## config.mk

```make
export PLATFORM = sky130hd
export DESIGN_NAME = risc8_fetch_seq
export DESIGN_NICKNAME = d
export VERILOG_FILES = /design/src/rtl/risc8_fetch_seq.sv
export SDC_FILE = /design/constraint.sdc
export NUM_CORES = 1
export LEC_CHECK = 0
export ABC_AREA = 1
export ABC_CLOCK_PERIOD_IN_PS = 1500
export BUFFER_PORTS_ARGS = -buffer_cell sky130_fd_sc_hd__clkbuf_2
export CAP_MARGIN = 20
export CORE_MARGIN = 4
export CORE_UTILIZATION = 46
export CTS_BUF_LIST = sky130_fd_sc_hd__clkbuf_2
export DETAILED_ROUTE_END_ITERATION = 16
export GPL_TIMING_DRIVEN = 0
export PLACE_DENSITY = 0.86
export SYNTH_ARGS = -nofsm -noshare
export SYNTH_HDL_FRONTEND = slang
export SYNTH_SLANG_ARGS = --single-unit
export TNS_END_PERCENT = 30
```

## constraint.sdc

```tcl
create_clock -name clk -period 1.5 [get_ports clk]
set_input_delay 0.3 -clock clk [delete_from_list [all_inputs] [get_ports clk]]
set_output_delay 0.3 -clock clk [all_outputs]
set_load 0.01 [all_outputs]
```

## src/rtl/risc8_fetch_seq.sv

```systemverilog
// Purpose : risc8 fetch sequencer. It fetches a variable-length instruction and holds it for the
//           datapath. It also arbitrates the single-port memory between fetch and datapath
//           load/store.
// Latency : the instruction is valid 2+2n cycles after the opcode request (n = opcode[7:6]).
//           A data write completes (dack) in its issue cycle. A data read completes one cycle
//           after issue.
// Backpr. : an instruction is held (instr_valid) until instr_ack. A data request (dreq) waits,
//           with no memory activity, until HOLD. In HOLD a data request beats instr_ack.
//
// Ports:
//   clk, rst                      : clock, synchronous active-high reset
//   mem_addr/mem_rd/mem_wr/mem_wdata/mem_rdata : shared single-port memory, read latency 1
//   instr, imm0..imm2, instr_pc   : held opcode, immediates, opcode address
//   instr_valid / instr_ack       : held-instruction handshake
//   pc_load, pc_new               : redirect, taken only with an accepted instr_ack
//   dreq/dwr/daddr/dwdata         : datapath data access request
//   dack/drdata                   : data access completion pulse, read data

module risc8_fetch_seq #(
    parameter int          PC_W     = 16,
    parameter int unsigned RESET_PC = 0
) (
    input  logic            clk,
    input  logic            rst,
    // shared memory port
    output logic [PC_W-1:0] mem_addr,
    output logic            mem_rd,
    output logic            mem_wr,
    output logic [7:0]      mem_wdata,
    input  logic [7:0]      mem_rdata,
    // held instruction
    output logic [7:0]      instr,
    output logic [7:0]      imm0,
    output logic [7:0]      imm1,
    output logic [7:0]      imm2,
    output logic [PC_W-1:0] instr_pc,
    output logic            instr_valid,
    input  logic            instr_ack,
    // redirect
    input  logic            pc_load,
    input  logic [PC_W-1:0] pc_new,
    // datapath data access
    input  logic            dreq,
    input  logic            dwr,
    input  logic [PC_W-1:0] daddr,
    input  logic [7:0]      dwdata,
    output logic            dack,
    output logic [7:0]      drdata
);

    typedef enum logic [2:0] {
        OP_REQ   = 3'd0,
        OP_CAP   = 3'd1,
        IMM_REQ  = 3'd2,
        IMM_CAP  = 3'd3,
        HOLD     = 3'd4,
        DATA_CAP = 3'd5
    } state_t;

    localparam logic [PC_W-1:0] PC_INIT = PC_W'(RESET_PC);

    state_t          state;
    logic [PC_W-1:0] pc;
    logic [1:0]      imm_n;    // immediates this opcode carries
    logic [1:0]      imm_idx;  // next immediate slot to fill

    // Sequencing and held-instruction registers
    always_ff @(posedge clk) begin
        if (rst) begin
            state    <= OP_REQ;
            pc       <= PC_INIT;
            instr    <= 8'd0;
            imm0     <= 8'd0;
            imm1     <= 8'd0;
            imm2     <= 8'd0;
            instr_pc <= '0;
            imm_n    <= 2'd0;
            imm_idx  <= 2'd0;
        end else begin
            case (state)
                OP_REQ: begin
                    instr_pc <= pc;
                    pc       <= pc + 1'b1;   // wraps naturally at PC_W bits
                    state    <= OP_CAP;
                end
                OP_CAP: begin
                    instr   <= mem_rdata;
                    imm0    <= 8'd0;
                    imm1    <= 8'd0;
                    imm2    <= 8'd0;
                    imm_n   <= mem_rdata[7:6];
                    imm_idx <= 2'd0;
                    state   <= (mem_rdata[7:6] == 2'd0) ? HOLD : IMM_REQ;
                end
                IMM_REQ: begin
                    pc    <= pc + 1'b1;
                    state <= IMM_CAP;
                end
                IMM_CAP: begin
                    case (imm_idx)
                        2'd0:    imm0 <= mem_rdata;
                        2'd1:    imm1 <= mem_rdata;
                        default: imm2 <= mem_rdata;
                    endcase
                    imm_idx <= imm_idx + 2'd1;
                    // imm_idx never exceeds 2, so imm_idx+1 fits in two bits
                    state   <= (imm_idx + 2'd1 == imm_n) ? HOLD : IMM_REQ;
                end
                HOLD: begin
                    // A pending data access takes the memory. The ack must come again later.
                    if (dreq) begin
                        if (!dwr) begin
                            state <= DATA_CAP;
                        end
                    end else if (instr_ack) begin
                        if (pc_load) begin
                            pc <= pc_new;
                        end
                        state <= OP_REQ;
                    end
                end
                DATA_CAP: begin
                    state <= HOLD;
                end
                default: begin
                    state <= OP_REQ;
                end
            endcase
        end
    end

    // Memory port and handshake outputs decode from state. During HOLD they also follow the
    // live data request, so a write completes in its issue cycle. All outputs are forced
    // quiet while reset is high.
    always_comb begin
        mem_addr    = '0;
        mem_rd      = 1'b0;
        mem_wr      = 1'b0;
        mem_wdata   = 8'd0;
        instr_valid = 1'b0;
        dack        = 1'b0;
        drdata      = 8'd0;
        if (!rst) begin
            case (state)
                OP_REQ, IMM_REQ: begin
                    mem_addr = pc;
                    mem_rd   = 1'b1;
                end
                HOLD: begin
                    instr_valid = 1'b1;
                    if (dreq) begin
                        mem_addr  = daddr;
                        mem_wr    = dwr;
                        mem_rd    = ~dwr;
                        mem_wdata = dwdata;
                        dack      = dwr;
                    end
                end
                DATA_CAP: begin
                    dack   = 1'b1;
                    drdata = mem_rdata;
                end
                default: begin
                end
            endcase
        end
    end

endmodule

```

==> results.toml <==
[routing]
num_vias = 4414
first_iter_violations = 524
routed_wl_um = 12900
vias_per_cell = 5.48
met1_length_um = 4950
wl_met3_um = 1270
top_layer = "met4"
drc_errors = 0
wl_met2_um = 6130
ant_nets = 0
first_pass_iters = 6
wl_per_cell_um = 16.0

[floorplan]
initial_core_util_pct = 47.8
rows = 31
dieWidth_um = 95.3
io_pins = 138
dieArea_sq_mm = 0.00908
coreArea_sq_mm = 0.00733
die_height_um = 95.3

[power]
power_mw = 5.22
comb_power_share_pct = 28.1
p_sw_mw = 1.86
p_clk_share_pct = 30.1
p_leak_nw = 2.36
seq_power_share_pct = 41.8
power.density_mw_per_mm2 = 1040
p_int_mw = 3.36
p_sw_share_pct = 35.6
ir_drop_uv = 632

[worst_hold_path]
min_path_cells = 3
hold_start = "mem_rdata[2]"
worstHoldPathType = "in2reg"

[sta]
setup_viol = 77
slew_viol_final = 0
hold_violations = 0
rsz0062_at_grt = "true"
slew_headroom_pct = 47.7
post-route-period-util_pct = 149
worst_clock_skew_ns = 0.0218
setup_ws_ns = -0.732
clock.fmax_mhz = 448
fin_setup_tns_ns = -24.09
period_needed_ns = 2.23
max_slew.worst_pin.slew_ns = 0.784

[logic_synthesis]
async_flop_share_pct = 0
synth-edff-count = 0
postSynthCellCount = 532
synth_ff_type = "dfxtp_1"
synth_seq_cells = 69
syn_nets = 589
synth_top_area_share_pct = 39.4
syn_area_sq_mm = 0.00351
ys_top_cells_by_count = "nand2_1, nor2_1, a21oi_1"
synth.yosys.seq_area_share_pct = 39.4
yosysWarnings = 0
post-synth-top-area-cell = "dfxtp_1"
synthTopCellsByArea = "dfxtp_1, nand2_1, a21oi_1, nor2_1, o21ai_0"
ys_types = 31
syn_avg_cell_area_sq_um = 6.59
synthMostInstantiatedCell = "nand2_1"

[setup_path]
path_max_fanout = 5
reg2reg_from = "state[0]"
startpoint = "state[0]"
crit_required_ns = 1.20
path_class = "reg2out"
start_kind = "register"
cp-end-kind = "primary output"
cp.arrival_ns = 1.93
worstRegToRegCells = 14

[placement]
gp_congestion = 0.909
dp_hpwl_um = 8650
pre_cts_ws_ns = -0.424
portBuffers = 136
placed_cell_area_sq_mm = 0.00436

[finish]
syn_to_final_growth_pct = 43.6
nets = 759
layout-drive-gt1-share_pct = 37.8
fin_area_sq_mm = 0.00503
final_core_util_pct = 68.7
n_antenna_cell = 0
num-fill-cells = 576

[global_route]
track_usage_pct = 26.4
grt_pass1_wl_um = 18800
antenna_found_initial = 0
grt_pass1_vias = 3939
grt_remaining_overflow = 0
grt_max_degree = 15

[cts]
ctsHtreeMaxLevel = 3
cts_root_buffer = "clkbuf_2"
clk_transition_reported_paths_ns = 0.23
cts_max_path_buffers = 2
clkLatencyLatePin_ns = 0.54
numCtsBuffers = 9
cts_tree = "built"
cts.sinks = 69

[outcome]
violations = "setup timing"
status = "finished, violations left"

[run]
maxCapViolCount = 0
==> layer usage <==
| metal | up-vias | global-route usage [%] |
|---|---|---|
| met5 | - | 0 |
| li1 | 2057 | - |
| met1 | 1996 | 33.7 |
| met3 | 57 | 4.81 |
| met4 | 0 | 10.9 |
| met2 | 304 | 43.8 |
==> cell families after synthesis <==
logic type / synth area share (%)
compound gates: 19.2
buf+inv: 9.06
fa+ha+maj: 1.07
simple gates: 30.3
xor+xnor: 0.999
flops: 39.4
==> metrics by stage <==
| stage | hold WS [ns] | std cells |
|---|---|---|
| after floorplan | 0.444 | 532 |
| after detailed placement | 0.455 | 767 |
| after global routing | 0.0191 | 806 |
| after CTS | 0.0163 | 800 |
| final | 0.0278 | 806 |
| after global placement | 0.449 | 767 |
==> power by group through the flow <==
stage	clock (mW)	combinational, mW	sequential (mW)
6_report	1.57	1.47	2.18
3_3_place_gp	0	1.15	2.18
5_1_grt	1.62	1.59	2.20
2_1_floorplan	0	0.722	2.21
3_5_place_dp	0	1.19	2.19
4_1_cts	1.53	1.33	2.16
==> what timing repair did <==
action,CTS,global route
pin swaps,12,11
buffers inserted,17,5
resized for setup,38,100
cloned,1,1
setup endpoints to repair,61,86
hold buffers,0,0
==> flip-flops by register name (all words and copies together), names as in the netlist <==
signal and count:
instr_pc 16, pc 16, imm0 8, imm1 8
imm2 8, instr 7, state 3, imm_idx 2
imm_n 1
==> layout make-up <==
class | instances | area, sq um | share of cell area (%)
multi-input cells | 387 | 2010 | 39.8
flip-flops and latches | 69 | 1410 | 27.9
repair buffers | 160 | 937 | 18.6
plain buffers | 25 | 193 | 3.83
inverters | 50 | 193 | 3.83
clock inverters | 7 | 130 | 2.59
well taps | 99 | 124 | 2.46
clock buffers | 9 | 45.0 | 0.895
==> placed cells by master (no fill, tap or decap), drive strengths merged <==
master / synthesis / routed
xnor2: 1 / 1
clkbuf: 12 / 128
o21ai: 44 / 44
clkinv: 0 / 1
nand4: 4 / 4
nand2: 127 / 127
o21bai: 1 / 1
a21oi: 73 / 73
o211ai: 3 / 3
ha: 3 / 3
dfxtp: 69 / 69
xor2: 3 / 3
o31ai: 1 / 1
o211a: 1 / 1
inv: 50 / 53
nor2: 88 / 88
a22oi: 1 / 1
buf: 14 / 66
bufinv: 0 / 3
or2: 1 / 1
o21a: 1 / 1
o2111ai: 1 / 1
nand3: 33 / 33
nor3: 1 / 1
==> critical path, stage by stage (launching register included) <==
cell and delay, ns:
dfxtp_4 0.42, nor2_4 0.16, nand2_4 0.10, nor2_8 0.18
buf_6 0.18, nand2_4 0.05, a21oi_2 0.16, buf_2 0.16
==> final timing paths <==
check	slack, ns	end
min	0.03	instr[2]
min reg2reg	0.48	instr_pc[5]
max reg2reg	-0.60	state[0]
max	-0.73	mem_addr[9]
Note: power is estimated with default switching activity, not from simulation.
